`config.mk`:
```
export PLATFORM = sky130hd
export DESIGN_NAME = handshake_skid_buffer
export DESIGN_NICKNAME = d
export VERILOG_FILES = /design/src/rtl/handshake_pkg.sv /design/src/rtl/handshake_skid_buffer.sv
export SDC_FILE = /design/constraint.sdc
export NUM_CORES = 1
export LEC_CHECK = 0
export BUFFER_PORTS_ARGS = -buffer_cell sky130_fd_sc_hd__clkbuf_2
export CORE_UTILIZATION = 52
export DETAILED_ROUTE_END_ITERATION = 10
export GPL_TIMING_DRIVEN = 0
export MAX_ROUTING_LAYER = met4
export PLACE_DENSITY = 0.86
export SYNTH_ARGS = -nofsm -noshare
export SYNTH_HDL_FRONTEND = slang
export SYNTH_SLANG_ARGS = --single-unit
```
`constraint.sdc`:
```
create_clock -name clk -period 1.6 [get_ports clk]
set_clock_uncertainty 0.1 [all_clocks]
set_input_delay 0.24 -clock clk [delete_from_list [all_inputs] [get_ports clk]]
set_output_delay 0.24 -clock clk [all_outputs]
set_load 0.01 [all_outputs]
```
`src/rtl/handshake_pkg.sv`:
```
// -----------------------------------------------------------------------------
// handshake_pkg
//
// Shared definitions for the valid/ready skid buffer.
//   DEFAULT_DATA_W  - default payload width
//   state_t         - buffer FSM state. The encoding is the number of held
//                     entries, so occupancy is the state code itself.
//   state_occupancy - maps a state to its 2-bit occupancy count
// -----------------------------------------------------------------------------
package handshake_pkg;

    localparam int DEFAULT_DATA_W = 8;

    // Code 2'd3 is never produced by any transition.
    typedef enum logic [1:0] {
        EMPTY = 2'd0,
        BUSY  = 2'd1,
        FULL  = 2'd2
    } state_t;

    function automatic logic [1:0] state_occupancy(input state_t s);
        return s;
    endfunction

endpackage : handshake_pkg

```
`src/rtl/handshake_skid_buffer.sv`:
```
// -----------------------------------------------------------------------------
// handshake_skid_buffer
//
// Two-entry valid/ready skid buffer. It breaks every combinational path
// between the pre-stage and the post-stage while still sustaining one
// transfer per cycle. The main register feeds the post-stage. The skid
// register catches the one word that arrives in the cycle the post-stage
// stalls. ready_pre_o was already 1 in that cycle, so the word cannot be
// refused.
//
// Parameters
//   DATA_W        payload width in bits
//
// Ports
//   clk           single clock, rising edge
//   rst           synchronous, active-high reset
//   valid_pre_i   payload valid from pre-stage
//   data_pre_i    payload from pre-stage
//   ready_pre_o   accept indication to pre-stage (flop output)
//   valid_post_o  payload valid to post-stage (flop output)
//   data_post_o   payload to post-stage (flop output, main register)
//   ready_post_i  accept indication from post-stage
//   occupancy_o   number of held entries: 0, 1 or 2
// -----------------------------------------------------------------------------
module handshake_skid_buffer
    import handshake_pkg::*;
#(
    parameter int DATA_W = DEFAULT_DATA_W
) (
    input  logic              clk,
    input  logic              rst,
    input  logic              valid_pre_i,
    input  logic [DATA_W-1:0] data_pre_i,
    output logic              ready_pre_o,
    output logic              valid_post_o,
    output logic [DATA_W-1:0] data_post_o,
    input  logic              ready_post_i,
    output logic [1:0]        occupancy_o
);

    state_t            state;
    logic [DATA_W-1:0] main_q;
    logic [DATA_W-1:0] skid_q;
    logic              ready_q;
    logic              valid_q;

    // Transfer qualifiers. Each one combines an input with a local flop. These
    // qualifiers only steer state updates. No output is derived from them
    // combinationally.
    logic ingress;
    logic egress;

    assign ingress = valid_pre_i & ready_q;
    assign egress  = valid_q & ready_post_i;

    // -------------------------------------------------------------------------
    // FSM with registered handshake outputs.
    //
    // ready_q and valid_q are loaded together with the next state. Each one
    // always equals the flag implied by the state it accompanies:
    //   ready = (state != FULL)
    //   valid = (state != EMPTY)
    // This keeps both outputs on flops with no decode logic behind them.
    // -------------------------------------------------------------------------
    // NOTE: every assignment to state here uses <=. All flops then update
    // from the same pre-edge values, and a later statement cannot observe an
    // earlier statement's new value within the same edge.
    always_ff @(posedge clk) begin
        if (rst) begin
            // NOTE: the payload registers are reset as well as the control
            // state. data_post_o must read 0 after reset, and any entries
            // held at reset must never be replayed.
            state   <= EMPTY;
            main_q  <= '0;
            skid_q  <= '0;
            ready_q <= 1'b1;
            valid_q <= 1'b0;
        end else begin
            case (state)
                EMPTY: begin
                    if (ingress) begin
                        main_q  <= data_pre_i;
                        state   <= BUSY;
                        ready_q <= 1'b1;
                        valid_q <= 1'b1;
                    end
                end

                BUSY: begin
                    case ({ingress, egress})
                        2'b10: begin
                            // Post-stage stalled while a new word arrived.
                            // Park the new word in skid and stop accepting.
                            skid_q  <= data_pre_i;
                            state   <= FULL;
                            ready_q <= 1'b0;
                            valid_q <= 1'b1;
                        end
                        2'b01: begin
                            state   <= EMPTY;
                            ready_q <= 1'b1;
                            valid_q <= 1'b0;
                        end
                        2'b11: begin
                            // Pass-through: main drains and refills in the
                            // same edge.
                            main_q  <= data_pre_i;
                            state   <= BUSY;
                            ready_q <= 1'b1;
                            valid_q <= 1'b1;
                        end
                        default: begin
                            // Nothing moved. Hold state and main.
                        end
                    endcase
                end

                FULL: begin
                    // ingress cannot happen here because ready_q is 0.
                    if (egress) begin
                        main_q  <= skid_q;
                        state   <= BUSY;
                        ready_q <= 1'b1;
                        valid_q <= 1'b1;
                    end
                end

                default: begin
                    // Unreachable code 2'd3. Fall back to a clean empty buffer.
                    state   <= EMPTY;
                    ready_q <= 1'b1;
                    valid_q <= 1'b0;
                end
            endcase
        end
    end

    assign ready_pre_o  = ready_q;
    assign valid_post_o = valid_q;
    assign data_post_o  = main_q;
    assign occupancy_o  = state_occupancy(state);

    // -------------------------------------------------------------------------
    // Structural invariants of the encoding.
    // -------------------------------------------------------------------------
    a_occ_legal : assert property (@(posedge clk) disable iff (rst)
        occupancy_o != 2'd3);

    a_ready_matches_state : assert property (@(posedge clk) disable iff (rst)
        ready_q == (state != FULL));

    a_valid_matches_state : assert property (@(posedge clk) disable iff (rst)
        valid_q == (state != EMPTY));

endmodule : handshake_skid_buffer

```
After elaboration in Yosys (flattened, before gate mapping):

Index checks and enable logic that the tools add are counted.

* eq/ne operators: 11
* mux-type cells: 14
* bitwise logic cells: 2
* reduce and logical (&&, ||, !) cells: 9

Operators with widths (number)
* $mux 8: 3
* $pmux 8 s3: 1
* $pmux 2 s3: 2
* $reduce_and 3->1: 3
* $eq 2x2->1 const B: 3
* $ne 2x2->1 const B: 3
* $ne 3x3->1 const B: 2
* $pmux 1 s3: 2
* $eq 2x1->1 const B: 2
* $mux 2: 2
* $ne 4x4->1 const B: 1
* $pmux 1 s2: 2
* $reduce_and 4->1: 1
* $reduce_or 2->1: 2
* $reduce_bool 3->1: 1
* $and 1x1->1: 2
* $logic_not 2->1: 1
* $mux 1: 2
* $reduce_and 2->1: 1

* register bits after elaboration: 20
* bits of input ports: 12
* output and inout bits: 12
* logic and storage cells: 41

Depth between registers and ports, before layout:

Gate-level depths: netlist of the first run.

* depth in word-level cells: 5
* mapped depth: 4
* mapped depth without buffers: 3

Least setup slack after synthesis of the first run:

No wires, ideal clock.

* path type: register to register
* start: reg state[1], in the netlist occupancy_o[1]
* end: reg main_q[0], in the netlist data_post_o[0]
* setup time: 0.143 ns
* data arrival time: 1.293 ns
* required time: 1.357 ns
* setup slack: 0.064 ns
* cell stages (with the launch flop): 5
* path buffers: 1
* period minus slack after synthesis: 1.536 ns
* path through: dfxtp_1 > and3b_1 > buf_6 > a2111oi_1 > a211oi_2

* word-level cells in the longest chain between the ends: 3
* elaborated cells between the ends (all ways): 9
* classes of those cells: 5 x eq/ne; 1 x mux; 3 x reduce/logical

Ends and longest elaborated chain
* from (decl): RTL line handshake_skid_buffer.sv:41 `state_t state;`
* from (signal assigned): RTL line handshake_skid_buffer.sv:73 `state <= EMPTY;`
* from (signal assigned): RTL line handshake_skid_buffer.sv:83 `state <= BUSY;`
* from (signal assigned): RTL line handshake_skid_buffer.sv:95 `state <= FULL;`
* $eq 2x1->1 (tied with other cells): RTL line handshake_skid_buffer.sv:79 `case (state)`
* $ne 2x2->1 (no line) or $reduce_bool 3->1 (tied branches)
* $reduce_and 4->1 (no line)
* to (signal assigned): RTL line handshake_skid_buffer.sv:82 `main_q <= data_pre_i;`
* to (signal assigned): RTL line handshake_skid_buffer.sv:107 `main_q <= data_pre_i;`
* to (signal assigned): RTL line handshake_skid_buffer.sv:121 `main_q <= skid_q;`
* to (decl): RTL line handshake_skid_buffer.sv:42 `logic [DATA_W-1:0] main_q;`

Several ways; a longest one is shown, not always the timed one.
A chain may end at the register's enable or synchronous reset.

Worst setup path in the final report of the first run:

* start: reg valid_q, in the netlist valid_post_o
* end: reg main_q[7], in the netlist data_post_o[7]

* word-level cells in the longest chain between the ends: 4
* elaborated cells between the ends (all ways): 5
* classes of those cells: 3 x eq/ne; 1 x bitwise; 1 x reduce/logical

Ends and longest elaborated chain
* from (decl): RTL line handshake_skid_buffer.sv:45 `logic valid_q;`
* from (signal assigned): RTL line handshake_skid_buffer.sv:77 `valid_q <= 1'b0;`
* from (signal assigned): RTL line handshake_skid_buffer.sv:85 `valid_q <= 1'b1;`
* from (signal assigned): RTL line handshake_skid_buffer.sv:97 `valid_q <= 1'b1;`
* $and 1x1->1 *: RTL line handshake_skid_buffer.sv:54 `assign egress = valid_q & ready_post_i;`
* $eq 2x2->1: RTL line handshake_skid_buffer.sv:90 `case ({ingress, egress})`
* $ne 2x2->1 (no line)
* $reduce_and 4->1 (no line) *

Mark *: on every way between the ends. The rest lies on a longest branch, timed or not.

==> results of run 1 <==
==> cell families (layout without fill, tap and decap cells) <==
| kind of cell | Yosys count | count (layout) |
|---|---|---|
| AND/OR/NAND/NOR | 26 | 26 |
| AO/OA/AOI/OAI | 24 | 24 |
| flip-flops | 20 | 20 |
| multiplexers | 17 | 17 |
| buffers and inverters | 9 | 35 |
| adder cells (fa/ha/maj) | 1 | 1 |
==> area by class of cell <==
type	instances	area [µm²]	share of cell area, %
clock buffer	3	22.5	1.74
tap	25	31.3	2.42
clock inverter	1	30.0	2.32
timing repair buffer	23	115	8.91
buffer	8	47.5	3.68
multi-input combinational	68	641	49.6
sequential	20	405	31.4
==> layout by cell type (no fill, tap or decap) <==
cell type / instances
o31a_1: 1
and4b_1: 1
dfxtp_4: 1
clkbuf_4: 4
clkbuf_2: 25
bufinv_16: 1
dfxtp_1: 18
nor2_1: 2
nor4bb_1: 1
a21oi_1: 1
buf_1: 1
dfxtp_2: 1
maj3_1: 1
o31ai_1: 1
mux2i_1: 17
nand2b_1: 16
a211oi_2: 8
o21ba_2: 1
o21bai_1: 1
a2111oi_1: 1
o21ai_0: 1
nand2_1: 1
or2b_1: 1
and4b_2: 1
buf_6: 1
buf_4: 1
a21boi_1: 1
a211o_4: 1
clkbuf_1: 2
and3b_1: 1
or4bb_1: 1
and2_1: 1
a2111oi_2: 7
==> per-layer routing <==
layer / GRT usage (%) / share of wire, % / up-vias
li1: - / - / 419
met1: 29.6 / 41 / 438
met2: 43.9 / 50 / 33
met3: 5.00 / 4.0 / 11
met4: 9.71 / 4.3 / 0
met5: - / 0 / -
==> what timing repair did <==
action | CTS | global route
pin swaps | 1 | 0
gates resized for setup | 7 | 9
hold buffers | 0 | 0
endpoints found under the setup margin | 16 | 16
==> through the flow <==
step / cell area, µm² / worst slack (ns) / power [W] / setup TNS, ns / hold slack (ns)
floorplan: 1050 / 0.0640 / 0.000849 / 0 / 0.295
global placement: 1200 / -0.00453 / 0.000945 / -0.0270 / 0.357
detailed placement: 1200 / -0.0325 / 0.000958 / -0.175 / 0.370
CTS: 1270 / -0.00377 / 0.00139 / -0.00735 / 0.0705
global route: 1290 / -0.00780 / 0.00148 / -0.0202 / 0.0665
finish: 1290 / 0.0463 / 0.00142 / 0 / 0.0610
==> registers in the layout (all words and copies together), names as in the netlist <==
register / count
data_post_o: 8
occupancy_o: 2
ready_pre_o: 1
skid_q: 8
valid_post_o: 1
==> power by group through the flow <==
stage | Clock (W) | Combinational (W) | Sequential, W
after floorplan | 0 | 0.000227 | 0.000621
after global placement | 0 | 0.000340 | 0.000605
after detailed placement | 0 | 0.000351 | 0.000607
after CTS | 0.000420 | 0.000371 | 0.000600
after global routing | 0.000450 | 0.000421 | 0.000611
final | 0.000422 | 0.000393 | 0.000605
==> worst min-delay path by stage <==
| stage | from | to | slack, ns |
|---|---|---|---|
| global placement | skid_q[7] | skid_q[7] | 0.36 |
| global route | data_pre_i[4] | skid_q[4] | 0.07 |
| floorplan | data_pre_i[0] | skid_q[0] | 0.30 |
| detailed placement | skid_q[4] | skid_q[4] | 0.37 |
| finish | data_pre_i[4] | skid_q[4] | 0.06 |
| CTS | data_pre_i[4] | skid_q[4] | 0.07 |
==> worst register-to-register path, stage by stage, from the launching register on <==
cell and delay (ns):
dfxtp_1 0.37, and2_1 0.19, clkbuf_2 0.24, a2111oi_1 0.45, a211oi_2 0.08
==> impl_metrics.yaml, run 1 <==
timing:
  fin_crit_ns: 1.55
  relSlewSlack_pct: 55.6
  min_period_over_period_pct: 97.1
  worstMarginPinSlew_ns: 0.666
  rsz0062_at_grt: "true"
  max_freq_mhz: 644
  slew_viol_final: 0
  setup_viol: 0
  hold_violations: 0
clocking:
  h-tree-depth: 1
  clock-root-buffer: "clkbuf_4"
  clkLatencyLatePin_ns: 0.32
  clockBufferDepth: 2
  path_clk_slew_ns: 0.12
  cts_tree: "done"
  cts_buffers: 3
  cts_setup_buffers: 0
  cts.sinks: 20
die:
  die_w_um: 46.9
  start_util_pct: 58.3
  dieHeight_um: 46.9
  die_area_mm2: 0.00220
  io-pin-count: 24
  placementRows: 15
  core-area_mm2: 0.00180
routing:
  ant_nets: 0
  drt_iter0_drc: 19
  drc: 0
  wl_per_cell_um: 16.4
  firstDrtPassIters: 4
  vias: 901
  wl_um: 2420
  via_per_inst: 6.09
placement:
  dp.cells: 145
  hpwl_um: 1540
  routabilityCongestion: 0.761
  io_buffers: 23
worst_setup_path:
  cp_cell_sequence: "and2_1 -> clkbuf_2 -> a2111oi_1 -> a211oi_2"
  cp_slowest_stage_delay_ns: 0.45
  ff2ff_path_depth: 4
  crit_arrival_ns: 1.64
  reg2reg_slack_ns: 0.05
  required_ns: 1.69
  crit_end: "data_post_o[7]"
  critPathBufInv: 1
  r2r_end: "data_post_o[7]"
  cp-startpoint: "valid_post_o"
  cp-end-kind: "register"
  critPathLaunchType: "register"
  path_max_fanout: 10
  path_class: "register to register"
  r2r_start: "valid_post_o"
  crit_family: "compound AO/OA/AOI/OAI gates"
  cp_num_cells: 4
  crit_slowest_cell: "a2111oi_1"
yosys:
  synth_nets: 109
  synth.area.top_cells: "dfxtp_1 38%, mux2i_1 16%, a211oi_2 9.5%"
  synthArstFlopShare_pct: 0
  muxShareOfSynthArea_pct: 16.2
  synth_compound_area_share_pct: 23.7
  avgSynthCellArea_um2: 10.8
  synth_xor_area_share_pct: 0
  synth_top_area_share_pct: 38.1
  synth_flop_cell: "dfxtp_1"
  synth_area_mm2: 0.00105
  yosysWarnings: 0
  synth.distinct_cells: 27
  synth_commonest_cells: "20 x dfxtp_1, 17 x mux2i_1, 16 x nand2b_1, 8 x a2111oi_1, 8 x a211oi_2"
  ys_seq_elements: 20
  synth-simple-area-share_pct: 16.7
  synthCells: 97
  synth_top_family_by_area: "compound AO/OA/AOI/OAI gates"
  synth-edff-count: 0
  post-synth-top-area-cell: "dfxtp_1"
  synthAdderAreaFrac_pct: 0.954
  synthMostInstantiatedCell: "dfxtp_1"
  yosysSeqAreaShare_pct: 38.1
cells_and_area:
  final_cells: 148
  nets: 136
  nFillCells: 137
  fin_util_pct: 71.7
  n_antenna_cell: 0
  syn_to_final_growth_pct: 23.1
  layout-drive-gt1-share_pct: 42.3
grt:
  grt_pass1_vias: 826
  grt-ovfl-total: 0
  grt_start_max_net_pins: 13
  grt_usage_pct: 25.7
  antenna_found_initial: 0
  grt_pass1_wl_um: 3730
power_and_ir_drop:
  vdd_ir_drop_max_v: 0.000854
  power_density_mw_per_mm2: 1100
  internal_power_w: 0.000996
  clockPowerShare_pct: 29.7
  p_switching_w: 0.000424
  p_leak_nw: 0.555
  switching_share_pct: 29.8
  p_seq_share_pct: 42.6
  power.combinational.fraction_pct: 27.7
run:
  cap_violations: 0
worst_hold_path:
  hp-class: "input port to register"
  min_path_cells: 3
status:
  status: "complete, no violations"
No activity file was read; power rests on OpenSTA's default activity.
==> run 2: changes to the inputs <==
--- a/config.mk
+++ b/config.mk
@@ -10,7 +10,7 @@
 export DETAILED_ROUTE_END_ITERATION = 10
 export GPL_TIMING_DRIVEN = 0
 export MAX_ROUTING_LAYER = met4
-export PLACE_DENSITY = 0.86
+export PLACE_DENSITY = 0.84
 export SYNTH_ARGS = -nofsm -noshare
 export SYNTH_HDL_FRONTEND = slang
 export SYNTH_SLANG_ARGS = --single-unit
==> run 2 against run 1 <==
  * Wire length down 5.3%
  * Flip-flop and latch count is the same
  * Sequential share of layout area barely moved
  * Core utilization is 0.070 points higher
  * Sequential power is essentially flat
  * First-iteration DRC count is 37% lower
  * Worst setup slack hardly changed
  * Non-clock buffer count unchanged
  * Global-route usage decreased by 1.3 points
  * Via count shrank 4.4%
  * Design area is essentially flat
  * Die area is the same
  * Critical path type unchanged
==> impl_metrics.yaml, run 2 (synthesis gave the netlist of run 1 again) <==
timing:
  slew_viol_final: 0
  max_freq_mhz: 644
  relSlewSlack_pct: 55.8
  hold_slack_ns: 0.0862
  hold_violations: 0
  rsz0062_at_grt: "false"
  setup_viol: 0
  fin_setup_tns_ns: 0
  worstMarginPinSlew_ns: 0.664
  setup_ws_ns: 0.0460
  fin_crit_ns: 1.55
  min_period_over_period_pct: 97.1
power_and_ir_drop:
  switching_share_pct: 31.7
  power_density_mw_per_mm2: 1010
  vdd_ir_drop_max_v: 0.000509
  power.combinational.fraction_pct: 30.7
  p_leak_nw: 0.552
  p_switching_w: 0.000413
  internal_power_w: 0.000888
  p_seq_share_pct: 46.6
  clockPowerShare_pct: 22.7
clocking:
  clkLatencyLatePin_ns: 0.30
  h-tree-depth: 1
  clock-root-buffer: "clkbuf_4"
  ctsHoldBuffers: 0
  clockBufferDepth: 2
  path_clk_slew_ns: 0.11
  cts.sinks: 20
  cts_setup_buffers: 0
  cts_buffers: 3
  cts_tree: "done"
worst_setup_path:
  path_class: "register to register"
  cp-end-kind: "register"
  crit_arrival_ns: 1.68
  required_ns: 1.73
  path_max_fanout: 10
  critPathLaunchType: "register"
cells_and_area:
  multi_input_area_um2: 658
  final_cells: 148
  design_area_mm2: 0.00129
  layout-drive-gt1-share_pct: 43.1
  nFillCells: 149
  syn_to_final_growth_pct: 23.2
  seq_area_um2: 405
  n_antenna_cell: 0
  layout_common_cells: "25 x clkbuf_2, 18 x dfxtp_1, 17 x mux2i_1"
  nets: 136
  final_common_cell: "clkbuf_2"
routing:
  vias: 861
  drt_iter0_drc: 12
  drc: 0
  via_per_inst: 5.82
  ant_nets: 0
  firstDrtPassIters: 4
  wl_um: 2290
  wl_per_cell_um: 15.5
die:
  core-area_mm2: 0.00180
  start_util_pct: 58.3
  die_area_mm2: 0.00220
  placementRows: 15
  io-pin-count: 24
  dieHeight_um: 46.9
  die_w_um: 46.9
placement:
  place_area_mm2: 0.00120
  dp.cells: 145
  dpl_worst_slack_ns: -0.0705
  io_buffers: 23
  hpwl_um: 1570
  routabilityCongestion: 0.760
grt:
  antenna_found_initial: 0
  grt_start_max_net_pins: 12
  grt_pass1_vias: 815
  grt_pass1_wl_um: 3640
  grt-ovfl-total: 0
  grt_usage_pct: 24.4
worst_hold_path:
  hp-class: "input port to register"
run:
  cap_violations: 0
status:
  status: "complete, no violations"
## run 2: worst paths after layout
path	from	end	slack [ns]	cells past startpoint
setup reg to reg	occupancy_o[1]	data_post_o[5]	0.05	4
hold reg to reg	skid_q[1]	skid_q[1]	0.38	2
hold / removal	data_pre_i[4]	skid_q[4]	0.09	3
setup / recovery	occupancy_o[1]	data_post_o[5]	0.05	4
## run 2: per-layer routing
| metal | wire length [µm] | up-vias | global-route usage, % |
|---|---|---|---|
| met5 | 0 | - | - |
| met1 | 1060 | 416 | 30.1 |
| met2 | 1120 | 19 | 41.4 |
| met3 | 79 | 4 | 3.46 |
| met4 | 27 | 0 | 6.86 |
| li1 | - | 422 | - |
## run 2: metrics by stage
step	total power [W]	utilization [%]
floorplan	0.000849	-
global placement	0.000945	66.4
detailed placement	0.000960	66.4
CTS	0.00127	69.9
global route	0.00137	71.8
finish	0.00130	71.8
## run 2: critical path, stage by stage (launching register included)
cell and delay (ns):
dfxtp_4 0.41, and3b_1 0.20, buf_6 0.16, a211o_4 0.41
a211oi_2 0.20
## run 2: power groups by stage
stage	registers, W	logic [W]	clock network, W
floorplan	0.000621	0.000227	0
global placement	0.000604	0.000340	0
detailed placement	0.000609	0.000352	0
CTS	0.000602	0.000374	0.000294
global route	0.000612	0.000434	0.000322
finish	0.000606	0.000400	0.000295
## run 2: cell type report
class / instances / area share [%]
Multi-Input combinational cell: 68 / 50.9
Buffer: 8 / 3.68
Tap cell: 25 / 2.42
Sequential cell: 20 / 31.3
Clock buffer: 4 / 2.80
Timing Repair Buffer: 23 / 8.90
## run 2: repair_timing
| action | in CTS | in global routing |
|---|---|---|
| pin swaps | 1 | 0 |
| hold endpoints to repair | 0 | 0 |
| endpoints found under the setup margin | 17 | 8 |
| gates resized for setup | 9 | 9 |
